**config.mk**
```make
export PLATFORM = sky130hd
export DESIGN_NAME = shift_add_multiplier_16bit
export DESIGN_NICKNAME = d
export VERILOG_FILES = /design/src/rtl/shift_add_multiplier_16bit_pkg.sv /design/src/rtl/shift_add_multiplier_16bit_adder.sv /design/src/rtl/shift_add_multiplier_16bit.sv
export SDC_FILE = /design/constraint.sdc
export NUM_CORES = 1
export LEC_CHECK = 0
export ABC_AREA = 0
export CELL_PAD_IN_SITES_DETAIL_PLACEMENT = 1
export CELL_PAD_IN_SITES_GLOBAL_PLACEMENT = 2
export CORE_MARGIN = 8
export CORE_UTILIZATION = 34
export DETAILED_ROUTE_END_ITERATION = 7
export PLACE_DENSITY = 0.83
export SLEW_MARGIN = 10
export SYNTH_ARGS = -nofsm -noshare
export SYNTH_HDL_FRONTEND = slang
export SYNTH_HIERARCHICAL = 1
export SYNTH_SLANG_ARGS = --single-unit
```
**constraint.sdc**
```tcl
create_clock -name clk -period 15.5 [get_ports clk]
set_input_delay 4.65 -clock clk [delete_from_list [all_inputs] [get_ports clk]]
set_output_delay 4.65 -clock clk [all_outputs]
set_load 0.05 [all_outputs]
```
**src/rtl/shift_add_multiplier_16bit_pkg.sv**
```systemverilog
// Shared constants and state encoding for the shift-and-add multiplier.
package shift_add_multiplier_16bit_pkg;

    localparam int MUL_OP_W   = 16;
    localparam int MUL_PROD_W = 32;
    localparam int MUL_CNT_W  = 5;

    // Last iteration index: the edge that performs iteration 16 sees cnt == 15.
    localparam logic [MUL_CNT_W-1:0] MUL_LAST_ITER = MUL_CNT_W'(MUL_OP_W - 1);

    typedef enum logic [1:0] {
        IDLE = 2'b00,
        RUN  = 2'b01,
        DONE = 2'b10
    } mul_state_t;

endpackage : shift_add_multiplier_16bit_pkg

```
**src/rtl/shift_add_multiplier_16bit_adder.sv**
```systemverilog
// 16-bit ripple-carry adder built from a chain of one-bit full-adder cells.
module full_adder_16bit
    import shift_add_multiplier_16bit_pkg::*;
(
    input  logic [MUL_OP_W-1:0] i_a,
    input  logic [MUL_OP_W-1:0] i_b,
    input  logic                i_cin,
    output logic [MUL_OP_W-1:0] o_sum,
    output logic                o_cout
);

    logic [MUL_OP_W:0] w_carry;

    assign w_carry[0] = i_cin;

    // One full-adder cell per bit; carry ripples from bit 0 upward.
    generate
        for (genvar gi = 0; gi < MUL_OP_W; gi++) begin : g_bit
            logic w_prop;
            assign w_prop          = i_a[gi] ^ i_b[gi];
            assign o_sum[gi]       = w_prop ^ w_carry[gi];
            assign w_carry[gi + 1] = (i_a[gi] & i_b[gi]) | (w_prop & w_carry[gi]);
        end
    endgenerate

    assign o_cout = w_carry[MUL_OP_W];

endmodule : full_adder_16bit

```
**src/rtl/shift_add_multiplier_16bit.sv**
```systemverilog
// Sequential 16x16 unsigned multiplier: one shift-and-add step per clock,
// using the ripple-carry adder as its only arithmetic datapath.
module shift_add_multiplier_16bit
    import shift_add_multiplier_16bit_pkg::*;
(
    input  logic                  clk,
    input  logic                  rst_n,
    input  logic                  start,
    input  logic [MUL_OP_W-1:0]   a,
    input  logic [MUL_OP_W-1:0]   b,
    output logic                  busy,
    output logic                  done,
    output logic [MUL_PROD_W-1:0] product
);

    mul_state_t             r_state;
    mul_state_t             w_state_next;
    logic [MUL_OP_W-1:0]    r_a;
    logic [MUL_PROD_W-1:0]  r_p;
    logic [MUL_CNT_W-1:0]   r_cnt;

    logic                   w_accept;
    logic [MUL_OP_W-1:0]    w_addend;
    logic [MUL_OP_W-1:0]    w_sum;
    logic                   w_cout;

    // A start only counts when the controller finds us idle.
    assign w_accept = (r_state == IDLE) && start;

    // Add the multiplicand only when the current multiplier LSB is set.
    assign w_addend = r_p[0] ? r_a : '0;

    full_adder_16bit u_adder (
        .i_a    (r_p[MUL_PROD_W-1:MUL_OP_W]),
        .i_b    (w_addend),
        .i_cin  (1'b0),
        .o_sum  (w_sum),
        .o_cout (w_cout)
    );

    // Next-state logic: IDLE -> RUN on start, RUN -> DONE after 16 steps, DONE -> IDLE.
    always_comb begin
        w_state_next = r_state;
        case (r_state)
            IDLE:    if (start) w_state_next = RUN;
            RUN:     if (r_cnt == MUL_LAST_ITER) w_state_next = DONE;
            DONE:    w_state_next = IDLE;
            default: w_state_next = IDLE;
        endcase
    end

    // State register; reset abandons any operation in flight.
    always_ff @(posedge clk or negedge rst_n) begin
        if (!rst_n) begin
            r_state <= IDLE;
        end else begin
            r_state <= w_state_next;
        end
    end

    // Datapath: load operands on accept, then shift the adder result into P.
    // The carry-out lands in P[31] so the full 32-bit product is preserved.
    always_ff @(posedge clk or negedge rst_n) begin
        if (!rst_n) begin
            r_a   <= '0;
            r_p   <= '0;
            r_cnt <= '0;
        end else if (w_accept) begin
            r_a   <= a;
            r_p   <= {{MUL_OP_W{1'b0}}, b};
            r_cnt <= '0;
        end else if (r_state == RUN) begin
            r_p   <= {w_cout, w_sum, r_p[MUL_OP_W-1:1]};
            r_cnt <= r_cnt + 1'b1;
        end
    end

    assign busy    = (r_state == RUN);
    assign done    = (r_state == DONE);
    assign product = r_p;

endmodule : shift_add_multiplier_16bit

```
After elaboration in Yosys (flattened, before gate mapping). Cells that the tools add are included.

Add/subtract/negate cells: 1. Multipliers: 0. Divide/modulo/power cells: 0. $lt $le $gt $ge: 0. Equal/unequal tests: 5. Shift-type cells: 0. Muxes and demuxes: 8. Bitwise operators: 77. Reduce and logical (&&, ||, !) cells: 4.

Operators by type and width (number): $mux 32 (2); $and 1x1->1 (31); $xor 1x1->1 (31); $mux 16 (1); $or 1x1->1 (15); $mux 5 (2); $add 5x1->5 const B (1); $eq 5x4->1 const B (1); $mux 2 (2); $pmux 2 s2 (1); $eq 2x1->1 const B (1); $eq 2x2->1 const B (1); $logic_not 2->1 (1); $ne 2x1->1 const B (1); $ne 2x2->1 const B (1); $reduce_and 2->1 (1); $reduce_bool 2->1 (1); $logic_and 1x1->1 (1).

Flip-flop bits (word level): 55. Bits in latches: 0. Memory bits (writable): 0. Memory bits (read-only): 0. Bits of input ports: 35. Output and inout port bits: 34. Word-level logic and storage cells: 99. Memories kept: 0.

Longest topological paths before layout.
Depth in word-level cells: 34. Gate-level depth with buffers: 22. Depth with buffers taken out: 22.

By module. Netlist, hierarchy kept.

Modules (own cells, without submodules): shift_add_multiplier_16bit (times used 1, cells an instance 190, area an instance 2322.2 um^2, seq. area each 1376.3 um^2); full_adder_16bit (times used 1, cells an instance 26, area an instance 357.8 um^2, seq. area each 0.0 um^2).

Least setup slack after synthesis. Ideal clock, no wire load.

Path kind: register to register. Start: reg r_p[0], in the netlist product[0]. End: reg r_p[30], in the netlist product[30]. Setup time: 0.067 ns. Data arrival time: 6.991 ns. Data required time: 15.433 ns. Slack: 8.442 ns. Cell stages (with the launch flop): 23. Path buffers: 0. Period minus slack after synthesis: 7.058 ns. Cell sequence: dfrtp_1 > and2_1 > inv_1 > fa_1 > inv_1 > fa_1 > fa_1 > fa_1 > fa_1 > fa_1 > fa_1 > fa_1 > fa_1 > fa_1 > fa_1 > fa_1 > fa_1 > fa_1 > fa_1 > inv_1 > fa_1 > inv_1 > a22o_1.

Word-level cells in the longest chain between the ends: 33. Elaborated cells between the ends (all ways): 62. Those cells by class: mux: 3; bitwise: 59.

RTL lines: start: declaration (line shift_add_multiplier_16bit.sv:19) `logic [MUL_PROD_W-1:0] r_p;`; start signal: assignment (line shift_add_multiplier_16bit.sv:70) `r_p <= {{MUL_OP_W{1'b0}}, b};`; start signal: assignment (line shift_add_multiplier_16bit.sv:73) `r_p <= {w_cout, w_sum, r_p[MUL_OP_W-1:1]};`; $mux 16 (line shift_add_multiplier_16bit.sv:31) `assign w_addend = r_p[0] ? r_a : '0;`; via w_addend[0] (line shift_add_multiplier_16bit.sv:23) `logic [MUL_OP_W-1:0] w_addend;`; $and 1x1->1 (2 in a row) (line shift_add_multiplier_16bit_adder.sv:22) `assign w_carry[gi + 1] = (i_a[gi] & i_b[gi]) | (w_prop & w_carry[gi]);`; $or 1x1->1 (line shift_add_multiplier_16bit_adder.sv:22); $and 1x1->1 (line shift_add_multiplier_16bit_adder.sv:22); $or 1x1->1 (line shift_add_multiplier_16bit_adder.sv:22); $and 1x1->1 (line shift_add_multiplier_16bit_adder.sv:22); $or 1x1->1 (line shift_add_multiplier_16bit_adder.sv:22); (+18 left out); $and 1x1->1 (line shift_add_multiplier_16bit_adder.sv:22); $or 1x1->1 (line shift_add_multiplier_16bit_adder.sv:22); $and 1x1->1 (line shift_add_multiplier_16bit_adder.sv:22); $or 1x1->1 (line shift_add_multiplier_16bit_adder.sv:22); $xor 1x1->1 (line shift_add_multiplier_16bit_adder.sv:21) `assign o_sum[gi] = w_prop ^ w_carry[gi];`; via w_sum[15] (line shift_add_multiplier_16bit.sv:24) `logic [MUL_OP_W-1:0] w_sum;`; $mux 32 (line shift_add_multiplier_16bit.sv:72) `end else if (r_state == RUN) begin`; $mux 32 (line shift_add_multiplier_16bit.sv:68) `end else if (w_accept) begin`.

The timed path passes the listed nets, and every way through them passes these cells. The select of a mux whose other input is x is not followed. A chain may end at the register's enable or synchronous reset.

Worst setup path after layout.
Start: reg r_state[0]. End: out busy.

Word-level cells in the longest chain between the ends: 1.

RTL lines: start: declaration (line shift_add_multiplier_16bit.sv:16) `mul_state_t r_state;`; start signal: assignment (line shift_add_multiplier_16bit.sv:57) `r_state <= w_state_next;`; $eq 2x1->1 (line shift_add_multiplier_16bit.sv:78) `assign busy = (r_state == RUN);`; end: declaration (line shift_add_multiplier_16bit.sv:11) `output logic busy,`.

Every way passes these cells.

==> flow_metrics.env <==
export IMPL_die_area_mm2=0.01098
export IMPL_grt_max_degree=56
export IMPL_cp_startpoint="r_state[0]$_DFFE_PN0P_"
export IMPL_cts_root_buf="clkbuf_8"
export IMPL_mostFrequentLayoutCells="clkdlybuf4s50_1, dfrtp_1, nand2_1"
export IMPL_path_class="reg -> out"
export IMPL_rr_worst_depth=22
export IMPL_maxUsedRoutingLayer="met4"
export IMPL_yosysWarnings=6
export IMPL_ys_types=28
export IMPL_dp_hpwl_um=4880
export IMPL_worst_pin_slew_ps=980.1
export IMPL_syn_cell_area_mm2=0.002680
export IMPL_h_tree_depth=2
export IMPL_crit_chain="nand2b_2, inv_1, clkdlybuf4s50_1"
export IMPL_clk_latency_ps=310
export IMPL_initial_core_util=0.3486
export IMPL_maxCapViolCount=0
export IMPL_slowest_delay_ps=940
export IMPL_nFillCells=827
export IMPL_cp_max_fo=23
export IMPL_cts_path_max_buffers=2
export IMPL_viasPerCell=5.047
export IMPL_synth_top_area_cell="dfrtp_1"
export IMPL_dr_total_vias=1938
export IMPL_cp_data_arrival_time_ps=2880
export IMPL_grt_ovfl_total=0
export IMPL_postCtsSetupBuffers=0
export IMPL_synth_area_top_cells="dfrtp_1, fa_1, mux2_2"
export IMPL_numCtsBuffers=5
export IMPL_clock_skew_ps=10.33
export IMPL_multi_input_area_mm2=0.001180
export IMPL_drt_wl_total_um=6775
export IMPL_post_dp_cell_area_mm2=0.003427
export IMPL_synth_top_area_frac=0.5135
export IMPL_grt_pass1_wl_um=11510
export IMPL_drcViolationCount=0
export IMPL_min_period_ps=7526
export IMPL_grt_setup_unrepaired="no"
export IMPL_grt_pass1_vias=2240
export IMPL_r2r_start="product[0]$_DFFE_PN0P_"
export IMPL_fp_dieH_um=104.8
export IMPL_finalSetupViolCount=0
export IMPL_syn_area_per_cell_um2=12.41
export IMPL_clock_fmax_ghz=0.1329
export IMPL_grt_use_total=0.1285
export IMPL_cts_sinks=55
export IMPL_p_per_area_mw_per_mm2=238.5
export IMPL_nNetsFinal=334
export IMPL_crit_family="buffers and inverters"
export IMPL_wl_met1_um=3208
export IMPL_final_hold_viol_count=0
export IMPL_hp_class="reg -> reg"
export IMPL_synthCells=216
export IMPL_holdPathEnd="r_cnt[3]$_DFFE_PN0P_"
export IMPL_layout_commonest_cell="clkdlybuf4s50_1"
export IMPL_synth_seq_cells=55
export IMPL_maxSlewHeadroom=0.3459
export IMPL_vdd_ir_drop_max_v=0.0001231
export IMPL_wl_met2_um=3096
export IMPL_gp_congestion=0.7302
export IMPL_syn2layout_area_growth_pct=32.82
export IMPL_p_leak_nw=1.515
export IMPL_postCtsResizedCells=0
export IMPL_cp_end_kind="primary output"
export IMPL_hp_start="r_cnt[3]$_DFFE_PN0P_"
export IMPL_antenna_cells=0
export IMPL_core_area_mm2=0.007687
export IMPL_cts_hold_buffers=0
export IMPL_first_pass_iters=4
export IMPL_critical_path_buf_inv_count=2
export IMPL_fin_crit_sh=0.4855
export IMPL_antenna_found_initial=0
export IMPL_holdPathStages=1
export IMPL_clk_pin_slew_ps=100
export IMPL_final_cell_area_mm2=0.003560
export IMPL_avgRoutedWirePerCell_um=17.64
export IMPL_cts_tree="built"
export IMPL_slowest_stage="clkdlybuf4s50_1"
export IMPL_drtIter0Drc=46
export IMPL_ff_latch_area_mm2=0.001376
export IMPL_maxSlewViolCount=0
export IMPL_ant_nets=0
export IMPL_cp_start_kind="flip-flop"
export IMPL_preCtsSetupSlack_ps=8137
export IMPL_r2r_end="product[30]$_DFFE_PN0P_"
export IMPL_status="finished clean"
export IMPL_r2r_slack_ps=8150
export IMPL_port_buffers=68
export IMPL_timing_final_ws_setup_ps=7974
export IMPL_ioPinCount=69
export IMPL_drive_gt1_frac=0.1064
export IMPL_tns_ps=0
export IMPL_die_x_um=104.8
export IMPL_cp_required_ps=10850
export IMPL_rows=32
export IMPL_yosysSeqAreaShare=0.5135
export IMPL_met3_length_um=381
export IMPL_synth_fp_nets=269
-- metrics by stage --
stage          hold WS, ps  std cells  utilization  power (mW)
2_1_floorplan        438.5        216            -      0.5926
3_3_place_gp         462.1        376       0.4458      0.7281
3_5_place_dp         480.4        376       0.4458      0.7482
4_1_cts              494.3        384       0.4631      0.8627
5_1_grt              517.0        384       0.4631      0.9124
6_report             491.7        384       0.4631      0.8488
-- how the worst max path moves through the flow --
stage | cells after the start | slack, ps | endpoint
floorplan | 22 | 8440 | product[30]$_DFFE_PN0P_
global placement | 22 | 8330 | product[30]$_DFFE_PN0P_
global route | 3 | 7800 | busy
detailed placement | 22 | 8140 | product[30]$_DFFE_PN0P_
CTS | 3 | 7930 | busy
finish | 3 | 7970 | busy
-- kinds of logic after synthesis --
family | after synthesis | synth area share
AO/OA/AOI/OAI | 55 | 0.1461
adder cells (fa/ha/maj) | 18 | 0.1289
flip-flops | 55 | 0.5135
other | 1 | 0.001399
buffers and inverters | 26 | 0.04622
multiplexers | 18 | 0.07470
AND/OR/NAND/NOR | 43 | 0.08918
-- cell usage after synthesis (all sizes together) --
| library cell | number |
|---|---|
| and2 | 17 |
| buf | 10 |
| ha | 2 |
| clkbuf | 2 |
| a22o | 17 |
| o21ai | 18 |
| a21oi | 1 |
| conb | 1 |
| and3 | 1 |
| nand2 | 19 |
| nor3b | 1 |
| fa | 16 |
| dfrtp | 55 |
| a2bb2oi | 1 |
| mux2 | 16 |
| nor2b | 2 |
| inv | 14 |
| nand2b | 2 |
| o21bai | 2 |
| a22oi | 16 |
| mux2i | 2 |
| nand4 | 1 |
-- layer usage --
metal	global-route usage	vias up
li1	-	870
met1	0.1672	993
met2	0.2050	65
met3	0.03686	10
met4	0.03262	0
met5	0	-
-- state kept, by name (all words and copies together) (netlist names) --
name / flops
product: 32
r_a: 16
r_cnt: 5
r_state: 2
-- report_power, final --
group	switching, mW	leakage, nW	internal, mW	total (mW)
sequential	0.0683	0.675	0.213	0.282
clock	0.0482	0.0654	0.0646	0.113
combinational	0.262	0.774	0.192	0.454
total	0.379	1.51	0.470	0.849
-- cell type report --
type / instances / share of cell area
Clock inverter: 2 / 0.01687
Multi-Input combinational cell: 135 / 0.3315
Timing Repair Buffer: 70 / 0.1940
Clock buffer: 6 / 0.02039
Tap cell: 102 / 0.03585
Inverter: 14 / 0.01476
Sequential cell: 55 / 0.3866
Power figures use the tool's default switching activity.
